`src/rtl/iterative_alu.sv`:
```
// -----------------------------------------------------------------------------
// iterative_alu
//
// Execute-stage ALU. It takes a 4-bit ALU control code and two operands and
// returns a registered result. Arithmetic and logic ops finish in one cycle.
// Shifts go through a serial shifter that moves one bit per cycle, so a shift
// by N takes N cycles in the SHIFT state. The start/ready/done handshake lets
// the controller stall while a shift is in flight. kill aborts an in-flight op
// when the pipeline is redirected.
//
// Ports:
//   clk          clock; all state changes on the rising edge
//   rst          synchronous, active-high reset
//   start        request; accepted only when ready=1 and kill=0
//   alu_control  op code: 0 ADD, 1 SUB, 2 SLL, 3 SLT, 4 SLTU, 5 XOR,
//                6 SRL, 7 SRA, 8 OR, 9 AND; codes 10-15 give result 0
//   src_a        operand A
//   src_b        operand B; shifts use only the low log2(WIDTH) bits
//   kill         abort any in-flight op; result keeps its previous value
//   ready        high in IDLE and DONE
//   done         one-cycle pulse; result is valid in that cycle
//   result       registered result, held until the next done or reset
//   zero         high when result is 0
// -----------------------------------------------------------------------------
module iterative_alu #(
    parameter int WIDTH = 32
) (
    input  logic             clk,
    input  logic             rst,
    input  logic             start,
    input  logic [3:0]       alu_control,
    input  logic [WIDTH-1:0] src_a,
    input  logic [WIDTH-1:0] src_b,
    input  logic             kill,
    output logic             ready,
    output logic             done,
    output logic [WIDTH-1:0] result,
    output logic             zero
);

    localparam int SHW = $clog2(WIDTH);

    localparam logic [3:0] OP_ADD  = 4'd0;
    localparam logic [3:0] OP_SUB  = 4'd1;
    localparam logic [3:0] OP_SLL  = 4'd2;
    localparam logic [3:0] OP_SLT  = 4'd3;
    localparam logic [3:0] OP_SLTU = 4'd4;
    localparam logic [3:0] OP_XOR  = 4'd5;
    localparam logic [3:0] OP_SRL  = 4'd6;
    localparam logic [3:0] OP_SRA  = 4'd7;
    localparam logic [3:0] OP_OR   = 4'd8;
    localparam logic [3:0] OP_AND  = 4'd9;

    typedef enum logic [1:0] {
        ST_IDLE  = 2'd0,
        ST_SHIFT = 2'd1,
        ST_DONE  = 2'd2
    } state_t;

    state_t           state_reg;
    logic [3:0]       op_reg;
    logic [WIDTH-1:0] shift_reg;
    logic [SHW-1:0]   count_reg;
    logic [WIDTH-1:0] result_reg;
    logic             done_reg;
    logic             ready_reg;

    // ------------------------------------------------------------------
    // Single-cycle datapath, evaluated on the live inputs in the accept
    // cycle. Its output is written straight into result_reg, so later
    // changes to the operands have no effect.
    // ------------------------------------------------------------------
    logic [SHW-1:0]   shamt;
    logic             is_shift;
    logic [WIDTH-1:0] alu_value;

    assign shamt    = src_b[SHW-1:0];
    assign is_shift = (alu_control == OP_SLL) || (alu_control == OP_SRL) ||
                      (alu_control == OP_SRA);

    always_comb begin
        alu_value = '0;
        case (alu_control)
            OP_ADD:  alu_value = src_a + src_b;
            OP_SUB:  alu_value = src_a - src_b;
            OP_SLT:  alu_value[0] = ($signed(src_a) < $signed(src_b));
            OP_SLTU: alu_value[0] = (src_a < src_b);
            OP_XOR:  alu_value = src_a ^ src_b;
            OP_OR:   alu_value = src_a | src_b;
            OP_AND:  alu_value = src_a & src_b;
            // A shift by zero returns the operand unchanged and skips SHIFT.
            OP_SLL, OP_SRL, OP_SRA: alu_value = src_a;
            default: alu_value = '0;
        endcase
    end

    // ------------------------------------------------------------------
    // One-bit serial shifter. Left and right neighbours are wired bit by
    // bit. SRA feeds the current MSB back in, and SRL feeds in 0.
    // ------------------------------------------------------------------
    logic             fill_bit;
    logic [WIDTH-1:0] shl_next;
    logic [WIDTH-1:0] shr_next;
    logic [WIDTH-1:0] shift_next;

    assign fill_bit = (op_reg == OP_SRA) ? shift_reg[WIDTH-1] : 1'b0;

    generate
        for (genvar gi = 0; gi < WIDTH; gi++) begin : g_shift
            if (gi == 0) begin : g_lsb
                assign shl_next[gi] = 1'b0;
            end else begin : g_lmid
                assign shl_next[gi] = shift_reg[gi-1];
            end
            if (gi == WIDTH - 1) begin : g_msb
                assign shr_next[gi] = fill_bit;
            end else begin : g_rmid
                assign shr_next[gi] = shift_reg[gi+1];
            end
        end
    endgenerate

    assign shift_next = (op_reg == OP_SLL) ? shl_next : shr_next;

    // ------------------------------------------------------------------
    // Control FSM with registered done/ready.
    // ------------------------------------------------------------------
    always_ff @(posedge clk) begin
        if (rst) begin
            state_reg  <= ST_IDLE;
            op_reg     <= '0;
            shift_reg  <= '0;
            count_reg  <= '0;
            result_reg <= '0;
            done_reg   <= 1'b0;
            ready_reg  <= 1'b1;
        end else if (kill) begin
            // The abort drops any in-flight op and blocks a new start in the
            // same cycle. result_reg is left unchanged on purpose.
            state_reg <= ST_IDLE;
            done_reg  <= 1'b0;
            ready_reg <= 1'b1;
        end else begin
            done_reg <= 1'b0;
            case (state_reg)
                ST_IDLE, ST_DONE: begin
                    // DONE accepts a new op just as IDLE does, so ops can
                    // run back to back.
                    if (start) begin
                        op_reg <= alu_control;
                        if (is_shift && (shamt != '0)) begin
                            shift_reg <= src_a;
                            count_reg <= shamt;
                            state_reg <= ST_SHIFT;
                            ready_reg <= 1'b0;
                        end else begin
                            result_reg <= alu_value;
                            state_reg  <= ST_DONE;
                            done_reg   <= 1'b1;
                            ready_reg  <= 1'b1;
                        end
                    end else begin
                        state_reg <= ST_IDLE;
                        ready_reg <= 1'b1;
                    end
                end
                ST_SHIFT: begin
                    shift_reg <= shift_next;
                    count_reg <= count_reg - SHW'(1);
                    // The last step writes the freshly shifted value
                    // directly, so no extra cycle is spent copying it.
                    if (count_reg == SHW'(1)) begin
                        result_reg <= shift_next;
                        state_reg  <= ST_DONE;
                        done_reg   <= 1'b1;
                        ready_reg  <= 1'b1;
                    end
                end
                default: begin
                    state_reg <= ST_IDLE;
                    ready_reg <= 1'b1;
                end
            endcase
        end
    end

    assign ready  = ready_reg;
    assign done   = done_reg;
    assign result = result_reg;
    assign zero   = (result_reg == '0);

endmodule

```
`config.mk`:
```
export PLATFORM = sky130hd
export DESIGN_NAME = iterative_alu
export DESIGN_NICKNAME = d
export VERILOG_FILES = /design/src/rtl/iterative_alu.sv
export SDC_FILE = /design/constraint.sdc
export NUM_CORES = 1
export LEC_CHECK = 0
export BUFFER_PORTS_ARGS = -buffer_cell sky130_fd_sc_hd__buf_2
export CORE_AREA = 2 2 143 117
export CTS_CLUSTER_DIAMETER = 80
export DETAILED_ROUTE_END_ITERATION = 6
export DIE_AREA = 0 0 145 119
export GPL_TIMING_DRIVEN = 0
export PLACE_DENSITY = 0.8
export RECOVER_POWER = 100
export SYNTH_ARGS = -nofsm -noshare
export SYNTH_HDL_FRONTEND = slang
export SYNTH_SLANG_ARGS = --single-unit
export TNS_END_PERCENT = 100
```
`constraint.sdc`:
```
create_clock -name clk -period 2.75 [get_ports clk]
set_input_delay 0 -clock clk [delete_from_list [all_inputs] [get_ports clk]]
set_output_delay 0 -clock clk [all_outputs]
set_load 0.005 [all_outputs]
```
==> results.yml <==
clocking:
  insertion_delay_ps: 340
  cts_buffers: 9
  clk_path_buf_depth: 2
  cts_tree: "yes"
  clock-sinks: 77
  clkTransAtPathRegs_ps: 60
  clock-root-buffer: "clkbuf_16"
  htree_levels: 3
placed_design:
  gp_congestion: 1.07
  port_buffers: 104
  post-place-ws_ps: -737
  dp_hpwl_mm: 29.3
route:
  vias_per_cell: 6.81
  antenna_left: 0
  drt_iter0_drc: 1667
  drc: 6
  vias: 11400
  wl_mm: 37.7
  detail_route.first_pass.iterations: 7
  wl_per_cell_um: 22.5
timing:
  clock.fmax_mhz: 351
  whs_ps: 40.5
  worst_slack_ps: -96.2
  final-setup-viol-count: 6
  timing.final.max_slew_violations: 0
  clock_skew_ps: 4.32
  relSlewSlack: 0.381
  hold_viol_final: 0
  finalCritPeriodShare: 1.03
  rsz0062_at_grt: "yes"
  worst_slew_pin_slew_ps: 929
  period_needed_ps: 2850
yosys:
  yosys_most_used_dff: "dfxtp_1"
  synth_edf_count: 0
  ys_warn_count: 0
  synth.net_count: 1512
  synth_area_um2: 9310
  synth.avg_cell_area_um2: 6.98
  synth_seq_area_share: 0.166
  ys_types: 87
  async_flop_share: 0
  syn_inst: 1333
  ys_seq_elements: 77
setup_path:
  max_stage_delay_ps: 570
  worstSetupEndpointType: "flop"
  reg2reg_depth: 9
  path_delay_family: "buffers and inverters"
  critPathKind: "in -> reg"
  crit_top_cell: "clkbuf_1"
  cp_cell_sequence: "clkbuf_1 -> clkbuf_1 -> or4b_2 -> clkbuf_1 -> clkbuf_2 -> nor2_1 -> a221oi_1 -> o21ai_0 -> a211oi_1 -> nor3_1"
  crit_cells: 10
  crit_start: "alu_control[2]"
  cp_max_fo: 10
  worstSetupEndpoint: "result[12]"
  startpoint_type: "input pin"
  arrival_ps: 3050
  crit_slowest_cell: "clkbuf_1"
  cp.buffers_inverters: 4
  r2r_slack_ps: 100
  critPathRequiredTime_ps: 2960
  rr_endpoint: "result[28]"
  r2r_start: "op_reg[3]"
pwr:
  switchingPower_mw: 1.55
  p_leak_nw: 4.31
  p_seq_frac: 0.294
  powerDensity_nw_per_um2: 383
  switching_share: 0.381
  combinationalPowerShare: 0.391
  p_int_mw: 2.52
  ir_worst_vdd_mv: 0.358
  pwr-share-clk: 0.315
die:
  initial_core_util: 0.581
  fp.dieH_um: 119
  ios: 107
  dieArea_um2: 17300
  die_width_um: 145
  rows: 42
  core_area_um2: 16000
global_route:
  grt_antenna_before_repair: 0
  grt_pass1_vias: 10200
  grt_pass1_wl_mm: 57.3
  overflow: 0
  grt_max_degree: 13
  grt_usage: 0.421
final_layout:
  drive_gt1_frac: 0.125
  final_cell_mix: "nor2_1 (180), a21oi_1 (142), ha_1 (104)"
  nets: 1632
  layout_commonest_cell: "nor2_1"
  diodes: 0
  area_growth_pct: 14.1
hold_path:
  hold_path_class: "in -> reg"
flow_run:
  max_cap_violations: 0
run_status:
  violations: "design-rule violations, negative setup slack"
  status: "finished with violations"
power groups by stage:
stage | Clock, mW | Combinational [mW] | Sequential [mW]
2_1_floorplan | 0 | 0.976 | 1.20
3_3_place_gp | 0 | 1.44 | 1.21
3_5_place_dp | 0 | 1.45 | 1.21
4_1_cts | 1.28 | 1.50 | 1.19
5_1_grt | 1.33 | 1.69 | 1.20
6_report | 1.28 | 1.59 | 1.19
worst min-delay path by stage:
stage	from	end	slack [ps]	depth (start not counted)
4_1_cts	alu_control[1]	op_reg[1]	10	3
2_1_floorplan	src_b[0]	count_reg[0]	150	2
3_5_place_dp	src_b[0]	count_reg[0]	350	3
6_report	start	state_reg[0]	40	3
5_1_grt	start	state_reg[0]	60	3
3_3_place_gp	src_b[0]	count_reg[0]	330	3
what timing repair did:
action                                  CTS  global route
pin swaps                                 4             8
endpoints found under the setup margin   26            23
setup buffers                             4             2
endpoints found under the hold margin     1             0
hold buffers                              1             0
resized for setup                        19            30
routing by layer:
metal	track usage	share of wire
met1	0.574	0.39
met2	0.605	0.40
met4	0.243	0.071
met5	0	0
met3	0.102	0.15
layout make-up:
| cell class | count | area (um^2) |
|---|---|---|
| multi-input combinational | 1060 | 7160 |
| clock buffer | 11 | 243 |
| clock inverter | 4 | 72.6 |
| inverter | 102 | 383 |
| timing repair buffer | 111 | 554 |
| tap | 220 | 275 |
| fill | 1509 | 5410 |
| sequential | 77 | 1540 |
| buffer | 92 | 384 |
worst register-to-register path, stage by stage, from the launching register on:
cell and delay [ps]:
dfxtp_1 300, nand2b_1 160, nor3_1 340, clkbuf_1 630, mux2i_1 280, nor2_1 90, nand2_1 100, a21oi_1 100
a311oi_1 400, nand2_1 120
synth_stat cells (all sizes together) (4+ instances only):
cell	count	share of area
a221o	7	0.0075
nand2	91	0.037
o211ai	15	0.012
nor4	17	0.012
a22oi	12	0.0097
ha	105	0.14
o311ai	5	0.0063
xnor2	11	0.010
buf	15	0.0087
clkbuf	79	0.032
nand3b	4	0.0032
nor3	62	0.034
inv	102	0.041
and3	6	0.0040
o31ai	8	0.0070
o21ai	80	0.044
nor2b	11	0.0074
o22ai	14	0.0094
a211oi	26	0.022
a221oi	24	0.024
o21a	10	0.0081
mux2i	40	0.043
o21bai	13	0.011
a21o	13	0.011
and2	4	0.0027
a211o	7	0.0066
nor2	183	0.074
nand2b	14	0.0094
dfxtp	77	0.17
a222oi	4	0.0043
nand3	17	0.0091
a21oi	144	0.078
o221ai	8	0.0075
o2111ai	6	0.0056
a311oi	5	0.0054
a2111oi	9	0.011
or3	13	0.0087
a31oi	20	0.013
o31a	4	0.0038
or2	5	0.0034
cell families (layout without fill, tap and decap cells):
family / Yosys count / count (layout) / synth area share
buf+inv: 196 / 320 / 0.0820
compound gates: 461 / 461 / 0.336
simple gates: 440 / 440 / 0.216
xor+xnor: 12 / 12 / 0.0113
mux: 40 / 40 / 0.0430
fa+ha+maj: 107 / 107 / 0.145
flops: 77 / 77 / 0.166
stage by stage:
step / instance area (um^2) / utilization / std cells / setup TNS (ps) / power [mW]
floorplan: 9310 / - / 1333 / 0 / 2.18
CTS: 10500 / 0.657 / 1677 / -4.45 / 3.96
finish: 10600 / 0.662 / 1677 / -265 / 4.06
global route: 10600 / 0.662 / 1677 / -154 / 4.22
detailed placement: 10100 / 0.630 / 1657 / -14980 / 2.67
global placement: 10100 / 0.630 / 1657 / -16670 / 2.65
Power figures use the tool's default switching activity.
